### src/rtl/rom_port_arbiter.sv
// Round-robin arbiter sharing one combinational CodeROM read port between
// instruction fetch and load/store, with a one-entry response buffer per requester.
module rom_port_arbiter #(
  parameter int unsigned            ADDR_WIDTH = 64,
  parameter int unsigned            DATA_WIDTH = 32,
  parameter int unsigned            ROM_SIZE   = 16,
  parameter logic [ADDR_WIDTH-1:0]  ROM_BASE   = '0
) (
  input  logic                  clk,
  input  logic                  rst,

  input  logic                  if_req_valid_i,
  output logic                  if_req_ready_o,
  input  logic [ADDR_WIDTH-1:0] if_addr_i,
  output logic                  if_rsp_valid_o,
  output logic [DATA_WIDTH-1:0] if_rsp_data_o,
  output logic                  if_rsp_err_o,
  input  logic                  if_rsp_ready_i,
  input  logic                  if_flush_i,

  input  logic                  ld_req_valid_i,
  output logic                  ld_req_ready_o,
  input  logic [ADDR_WIDTH-1:0] ld_addr_i,
  output logic                  ld_rsp_valid_o,
  output logic [DATA_WIDTH-1:0] ld_rsp_data_o,
  output logic                  ld_rsp_err_o,
  input  logic                  ld_rsp_ready_i,

  output logic [ADDR_WIDTH-1:0] rom_addr_o,
  input  logic [DATA_WIDTH-1:0] rom_rdata_i,
  input  logic                  rom_illegal_i
);

  typedef enum logic {
    GRANT_IF = 1'b0,
    GRANT_LD = 1'b1
  } grant_e;

  grant_e                  last_grant;
  logic                    if_elig;
  logic                    ld_elig;
  logic                    grant_if;
  logic                    grant_ld;
  logic                    range_err;
  logic                    acc_err;
  logic [DATA_WIDTH-1:0]   cap_data;

  // Eligibility is gated by rst so nothing is accepted while reset is held.
  always_comb begin
    if_elig   = 1'b0;
    ld_elig   = 1'b0;
    grant_if  = 1'b0;
    grant_ld  = 1'b0;
    range_err = 1'b0;
    acc_err   = 1'b0;
    cap_data  = '0;
    rom_addr_o = '0;

    if_elig = !rst && if_req_valid_i && !if_flush_i && (!if_rsp_valid_o || if_rsp_ready_i);
    ld_elig = !rst && ld_req_valid_i && (!ld_rsp_valid_o || ld_rsp_ready_i);

    grant_if = if_elig && (!ld_elig || (last_grant == GRANT_LD));
    grant_ld = ld_elig && (!if_elig || (last_grant == GRANT_IF));

    if (grant_if) begin
      rom_addr_o = if_addr_i;
    end else if (grant_ld) begin
      rom_addr_o = ld_addr_i;
    end

    range_err = rom_addr_o[ADDR_WIDTH-1:ROM_SIZE] != ROM_BASE[ADDR_WIDTH-1:ROM_SIZE];
    acc_err   = rom_illegal_i || range_err || (rom_addr_o[1:0] != 2'b00);
    cap_data  = acc_err ? '0 : rom_rdata_i;
  end

  assign if_req_ready_o = grant_if;
  assign ld_req_ready_o = grant_ld;

  always_ff @(posedge clk or posedge rst) begin
    if (rst) begin
      last_grant <= GRANT_LD;
    end else if (grant_if) begin
      last_grant <= GRANT_IF;
    end else if (grant_ld) begin
      last_grant <= GRANT_LD;
    end
  end

  // A flush never coincides with an IF grant, so grant-first ordering is safe.
  always_ff @(posedge clk or posedge rst) begin
    if (rst) begin
      if_rsp_valid_o <= 1'b0;
      if_rsp_data_o  <= '0;
      if_rsp_err_o   <= 1'b0;
    end else if (grant_if) begin
      if_rsp_valid_o <= 1'b1;
      if_rsp_data_o  <= cap_data;
      if_rsp_err_o   <= acc_err;
    end else if (if_flush_i || if_rsp_ready_i) begin
      if_rsp_valid_o <= 1'b0;
    end
  end

  always_ff @(posedge clk or posedge rst) begin
    if (rst) begin
      ld_rsp_valid_o <= 1'b0;
      ld_rsp_data_o  <= '0;
      ld_rsp_err_o   <= 1'b0;
    end else if (grant_ld) begin
      ld_rsp_valid_o <= 1'b1;
      ld_rsp_data_o  <= cap_data;
      ld_rsp_err_o   <= acc_err;
    end else if (ld_rsp_ready_i) begin
      ld_rsp_valid_o <= 1'b0;
    end
  end

endmodule

### config.mk
export PLATFORM = sky130hd
export DESIGN_NAME = rom_port_arbiter
export DESIGN_NICKNAME = d
export VERILOG_FILES = /design/src/rtl/rom_port_arbiter.sv
export SDC_FILE = /design/constraint.sdc
export NUM_CORES = 1
export LEC_CHECK = 0
export ABC_CLOCK_PERIOD_IN_PS = 3240
export CAP_MARGIN = 20
export CORE_AREA = 2 2 117 119
export CTS_CLUSTER_DIAMETER = 120
export DETAILED_ROUTE_END_ITERATION = 12
export DIE_AREA = 0 0 119 121
export HOLD_SLACK_MARGIN = 0.06
export PLACE_DENSITY = 0.7
export SLEW_MARGIN = 10
export SYNTH_ARGS = -nofsm -noshare
export SYNTH_HDL_FRONTEND = slang
export SYNTH_SLANG_ARGS = --single-unit
export TNS_END_PERCENT = 20
### constraint.sdc
create_clock -name clk -period 3.24 [get_ports clk]
set_input_delay 0.648 -clock clk [delete_from_list [all_inputs] [get_ports clk]]
set_output_delay 0.648 -clock clk [all_outputs]
set_load 0.02 [all_outputs]
==> impl_metrics.toml, run 1 <==
[route]
routed_wirelength_um = 17800
drc = 0
via_per_inst = 5.16
vias = 4135
dr.pass1.iters = 4
wl_per_cell_um = 22.2
drt_iter0_drc = 259
ant_nets = 0

[clocking]
path_clk_slew_ns = 0.06
h-tree-depth = 3
cts_made_buffers = 9
cts-root-buf = "clkbuf_16"
cts_max_path_buffers = 2
hold_buffers = 0
cts_tree = "built"
clock_latency_ns = 0.33
clock_sinks = 69
cts_setup_buffers = 0

[sta]
tightest_slew_ns = 0.510
period_minus_slack_ns = 3.16
setup_viol = 0
hold_ws_ns = 0.506
hold_viol_final = 0
rsz0062_at_grt = "false"
clock.fmax_ghz = 0.316
fin_skew_ns = 0.00876
period_share_pct = 97.6
slew_viol_final = 0
max-slew-margin-rel_pct = 65.7

[cells_and_area]
design_area_um2 = 7220
syn2layout_area_growth_pct = 102
drive_gt1_share_pct = 16.5
final_util_pct = 55.2
layout.nets = 788
final_cells = 802

[floorplan]
dieArea_um2 = 14400
rows = 42
dieWidth_um = 119
fp.coreArea_um2 = 13100
ios = 302
start_util_pct = 27.4
die_y_um = 121

[global_route]
track_usage_pct = 24.5
grt_pass1_wl_um = 26500
antenna_found_initial = 1
grt_max_degree = 56
grt_pass1_vias = 4483
grt_overflow_total = 0

[setup_path]
cp-end-kind = "primary output"
required_ns = 2.59
rr_worst_depth = 8
rrSetupSlack_ns = 0.80
worstReg2RegStart = "if_rsp_valid_o"
critPathKind = "in -> out"
start_kind = "input port"
crit_fanout = 20
cp.arrival_ns = 2.51
r2r-end = "if_rsp_data_o[1]"

[logic_synthesis]
ys_seq_area_share_pct = 48.3
synth_seq_cells = 69
syn_area_um2 = 3580
synth_top_area_share_pct = 47.5
ys_async_sr_fraction_pct = 100
synth.most_common_cell = "a22o_1"
ys_top_cells_by_count = "76 x a22o_1, 68 x dfrtp_1, 32 x and2_1"
synth_edf_count = 0
yosys_warnings = 0
synth_cells = 315
synth_cell_types = 31
syn_nets = 483
syn_area_per_cell_um2 = 11.4
yosys.area.top_type = "dfrtp_1"
ys_top_cells_by_area = "dfrtp_1 48%, a22o_1 19%, a31o_2 7.6%"
synth_flop_cell = "dfrtp_1"

[min_path]
hold_depth = 1
hold_start = "if_rsp_data_o[11]"
hold_class = "reg -> reg"
min_to = "if_rsp_data_o[11]"

[run]
drv_cap = 0

[run_status]
outcome = "finished, final reports clean"

[pwr]
p_per_area_nw_per_um2 = 352
p_leak_nw = 3.26
vdd_drop_max_v = 0.000206

[placement]
placed_cells = 785
placed_area_um2 = 6960
place_congestion = 0.959
port-buffer-count = 301
hpwl_um = 14500
## layout make-up
| class | count | area [um^2] |
|---|---|---|
| tap | 176 | 220 |
| timing repair buffer | 323 | 3210 |
| fill | 1126 | 5860 |
| sequential | 69 | 1730 |
| antenna | 1 | 2.50 |
| multi-input combinational | 213 | 1720 |
| clock buffer | 13 | 260 |
| inverter | 4 | 15.0 |
| clock inverter | 3 | 67.6 |
## how the worst max path moves through the flow
stage,from,to,slack [ns],depth (start not counted)
finish,if_flush_i,rom_addr_o[19],0.08,8
global route,if_flush_i,rom_addr_o[19],0.002,8
CTS,if_flush_i,if_req_ready_o,0.001,7
detailed placement,if_flush_i,rom_addr_o[20],-0.18,8
global placement,if_flush_i,rom_addr_o[20],-0.23,8
floorplan,if_flush_i,rom_addr_o[34],0.45,7
## power breakdown
group / switching [mW] / leakage, nW / internal, mW
sequential: 0.00257 / 0.949 / 0.872
clock: 0.343 / 0.156 / 0.716
combinational: 0.294 / 2.15 / 0.317
## sequential cells by signal (all words and copies together) (netlist names)
register and count:
if_rsp_data_o 32, ld_rsp_err_o 1, last_grant 1, if_rsp_valid_o 1, ld_rsp_data_o 32, ld_rsp_valid_o 1
if_rsp_err_o 1
## placed cells by master, fill, tap and decap left out, types with 4 or more instances in the layout
master	instances
nor2_1	4
dfrtp_1	68
nand4_1	5
a22o_1	76
dlygate4sd2_1	56
clkbuf_16	9
a22o_2	20
and2_1	32
nor4_1	23
buf_12	9
clkdlybuf4s50_1	236
buf_4	18
a31o_2	31
## critical path: stages
cell,delay [ns]
clkdlybuf4s50_1,0.42
nand2b_1,0.17
nor3_1,0.21
nand2_1,0.15
inv_2,0.16
buf_12,0.18
a22o_1,0.21
dlygate4sd2_1,0.36
## metrics by stage
step           setup TNS (ns)  setup WS (ns)  total power [mW]
2_1_floorplan               0          0.448              1.10
3_3_place_gp            -9.46         -0.230              1.54
3_5_place_dp            -7.03         -0.180              1.54
4_1_cts                     0        0.00133              2.57
5_1_grt                     0        0.00165              2.65
6_report                    0         0.0776              2.54
## metal layers
metal / up-vias / routed length [um] / global-route usage [%]
li1: 1880 / - / -
met1: 2014 / 6870 / 28.7
met2: 208 / 9150 / 43.5
met3: 33 / 1190 / 5.83
met4: 0 / 618 / 9.38
met5: - / 0 / 0
## kinds of logic (layout without fill, tap and decap cells)
kind of cell | after synthesis | after routing | share of synthesized area, %
DFF | 69 | 69 | 48.3
and+or+nand+nor | 78 | 78 | 13.3
AOI/OAI and AO/OA | 135 | 135 | 34.2
other | 0 | 1 | 0
buffers and inverters | 33 | 343 | 4.23
## timing repair
action	CTS	global route
resized for setup	59	5
pin swaps	0	0
endpoints found under the setup margin	58	4
(Power assumes the default switching activity.)
==> inputs of run 2 (changes only) <==
--- a/config.mk
+++ b/config.mk
@@ -13,6 +13,7 @@
 export DIE_AREA = 0 0 119 121
 export HOLD_SLACK_MARGIN = 0.06
 export PLACE_DENSITY = 0.7
+export SKIP_CTS_REPAIR_TIMING = 1
 export SLEW_MARGIN = 10
 export SYNTH_ARGS = -nofsm -noshare
 export SYNTH_HDL_FRONTEND = slang
==> impl_metrics.toml, run 2 (synthesis results as in run 1) <==
[run_status]
outcome = "finished, final reports clean"

[setup_path]
critPathKind = "in -> out"
cp-end-kind = "primary output"
worstReg2RegStart = "if_rsp_valid_o"
path_buf_inv = 6
cpMaxStageDelayCell = "clkdlybuf4s50_1"
crit_top_cell = "buf_4"
crit_chain = "clkdlybuf4s50_1 > nand2b_1 > buf_4 > o311ai_4 > inv_2 > buf_12 > buf_6 > a22o_1 > buf_4"
setup.worst_path.start = "if_flush_i"
required_ns = 2.59
cp_top_family = "buffers and inverters"
crit_fanout = 27
crit_path_max_incr_delay_ns = 0.42
start_kind = "input port"
cp.arrival_ns = 2.48

[clocking]
cts-root-buf = "clkbuf_16"
clock_latency_ns = 0.33
cts_max_path_buffers = 2
clock_sinks = 69
h-tree-depth = 3
path_clk_slew_ns = 0.06
cts_tree = "built"
cts_made_buffers = 9

[sta]
setup_viol = 0
fin_skew_ns = 0.00862
hold_ws_ns = 0.506
clock.fmax_ghz = 0.320
slew_viol_final = 0
hold_viol_final = 0
period_share_pct = 96.4
max-slew-margin-rel_pct = 66.8
rsz0062_at_grt = "false"
period_minus_slack_ns = 3.12
tightest_slew_ns = 0.493

[global_route]
grt_pass1_wl_um = 26400
track_usage_pct = 24.5
grt_pass1_vias = 4474
grt_overflow_total = 0
grt_max_degree = 56
antenna_found_initial = 1

[min_path]
hold_start = "if_rsp_data_o[11]"
hold_class = "reg -> reg"

[pwr]
p_per_area_nw_per_um2 = 345
pwr-share-comb_pct = 24.8
p_int_mw = 1.93
p_leak_nw = 3.97
switchingPower_mw = 0.639
p_seq_share_pct = 34.0
netSwitchingFraction_pct = 24.9
vdd_drop_max_v = 0.000206
p_clk_share_pct = 41.2

[placement]
place_congestion = 0.959
placed_area_um2 = 6960
port-buffer-count = 301
hpwl_um = 14500

[floorplan]
start_util_pct = 27.4
dieArea_um2 = 14400
fp.coreArea_um2 = 13100
ios = 302
dieWidth_um = 119
rows = 42
die_y_um = 121

[route]
drt_iter0_drc = 254
routed_wirelength_um = 18000
drc = 0
dr.pass1.iters = 4
wl_per_cell_um = 22.4
via_per_inst = 5.23
vias = 4198
ant_nets = 0

[cells_and_area]
syn2layout_area_growth_pct = 108
nFillCells = 1092
final_util_pct = 56.9
most-common-layout-cells = "236 x clkdlybuf4s50_1, 76 x a22o_1, 68 x dfrtp_1"
drive_gt1_share_pct = 16.3
layout.nets = 788
top_regs = "if_rsp_data_o x32, ld_rsp_data_o x32"
mostFrequentLayoutCell = "clkdlybuf4s50_1"
design_area_um2 = 7440

[run]
drv_cap = 0
[run 2: cell types whose count changed in the layout (fill, tap and decap cells not counted)]
| cell | previous run | this run |
|---|---|---|
| dlymetal6s2s_1 | 1 | 59 |
| clkbuf_2 | 1 | 0 |
| clkdlybuf4s15_1 | 1 | 0 |
| dlygate4sd2_1 | 56 | 0 |
[run 2: worst reg2reg max path, delay by kind of cell, from the launching register on]
kind / cells / cell delay [ns]
compound gates: 4 / 1.09
buf+inv: 3 / 0.74
flops: 1 / 0.39
simple gates: 1 / 0.15
[run 2: final cells by class]
class / instances / area (um^2) / area share [%]
clock buffer: 13 / 260 / 3.50
tap: 176 / 220 / 2.96
clock inverter: 3 / 67.6 / 0.908
sequential: 69 / 1730 / 23.2
antenna: 1 / 2.50 / 0.0336
multi-input combinational: 213 / 1720 / 23.1
inverter: 4 / 15.0 / 0.202
timing repair buffer: 323 / 3430 / 46.1
[run 2: metal layers]
metal	routed length (um)	global-route usage (%)
met4	632	9.38
met2	9250	43.3
met1	6850	28.6
met3	1210	5.83
met5	0	0
[run 2: power by group through the flow]
| stage | combinational (mW) | clock (mW) | sequential (mW) |
|---|---|---|---|
| global route | 0.667 | 1.13 | 0.874 |
| CTS | 0.649 | 1.08 | 0.874 |
| finish | 0.637 | 1.06 | 0.875 |
| detailed placement | 0.647 | 0 | 0.889 |
| floorplan | 0.205 | 0 | 0.892 |
| global placement | 0.649 | 0 | 0.889 |
[run 2: path summary, 6_finish.rpt]
| check | cells past startpoint | to | slack (ns) |
|---|---|---|---|
| min in group asynchronous | 2 | if_rsp_data_o[5] | 0.70 |
| min reg2reg | 1 | if_rsp_data_o[11] | 0.51 |
| max | 9 | rom_addr_o[55] | 0.12 |
| max reg2reg | 8 | if_rsp_data_o[1] | 0.80 |
| max in group asynchronous | 3 | if_rsp_data_o[10] | 1.93 |
| min | 1 | if_rsp_data_o[11] | 0.51 |
[run 2: stage by stage]
step | power, mW | setup WS [ns] | std cells | setup TNS, ns
after global placement | 1.54 | -0.230 | 785 | -9.46
after detailed placement | 1.54 | -0.180 | 785 | -7.03
after floorplan | 1.10 | 0.448 | 315 | 0
after CTS | 2.61 | -0.205 | 801 | -8.66
final | 2.57 | 0.115 | 802 | 0
after global routing | 2.67 | 0.0381 | 802 | 0
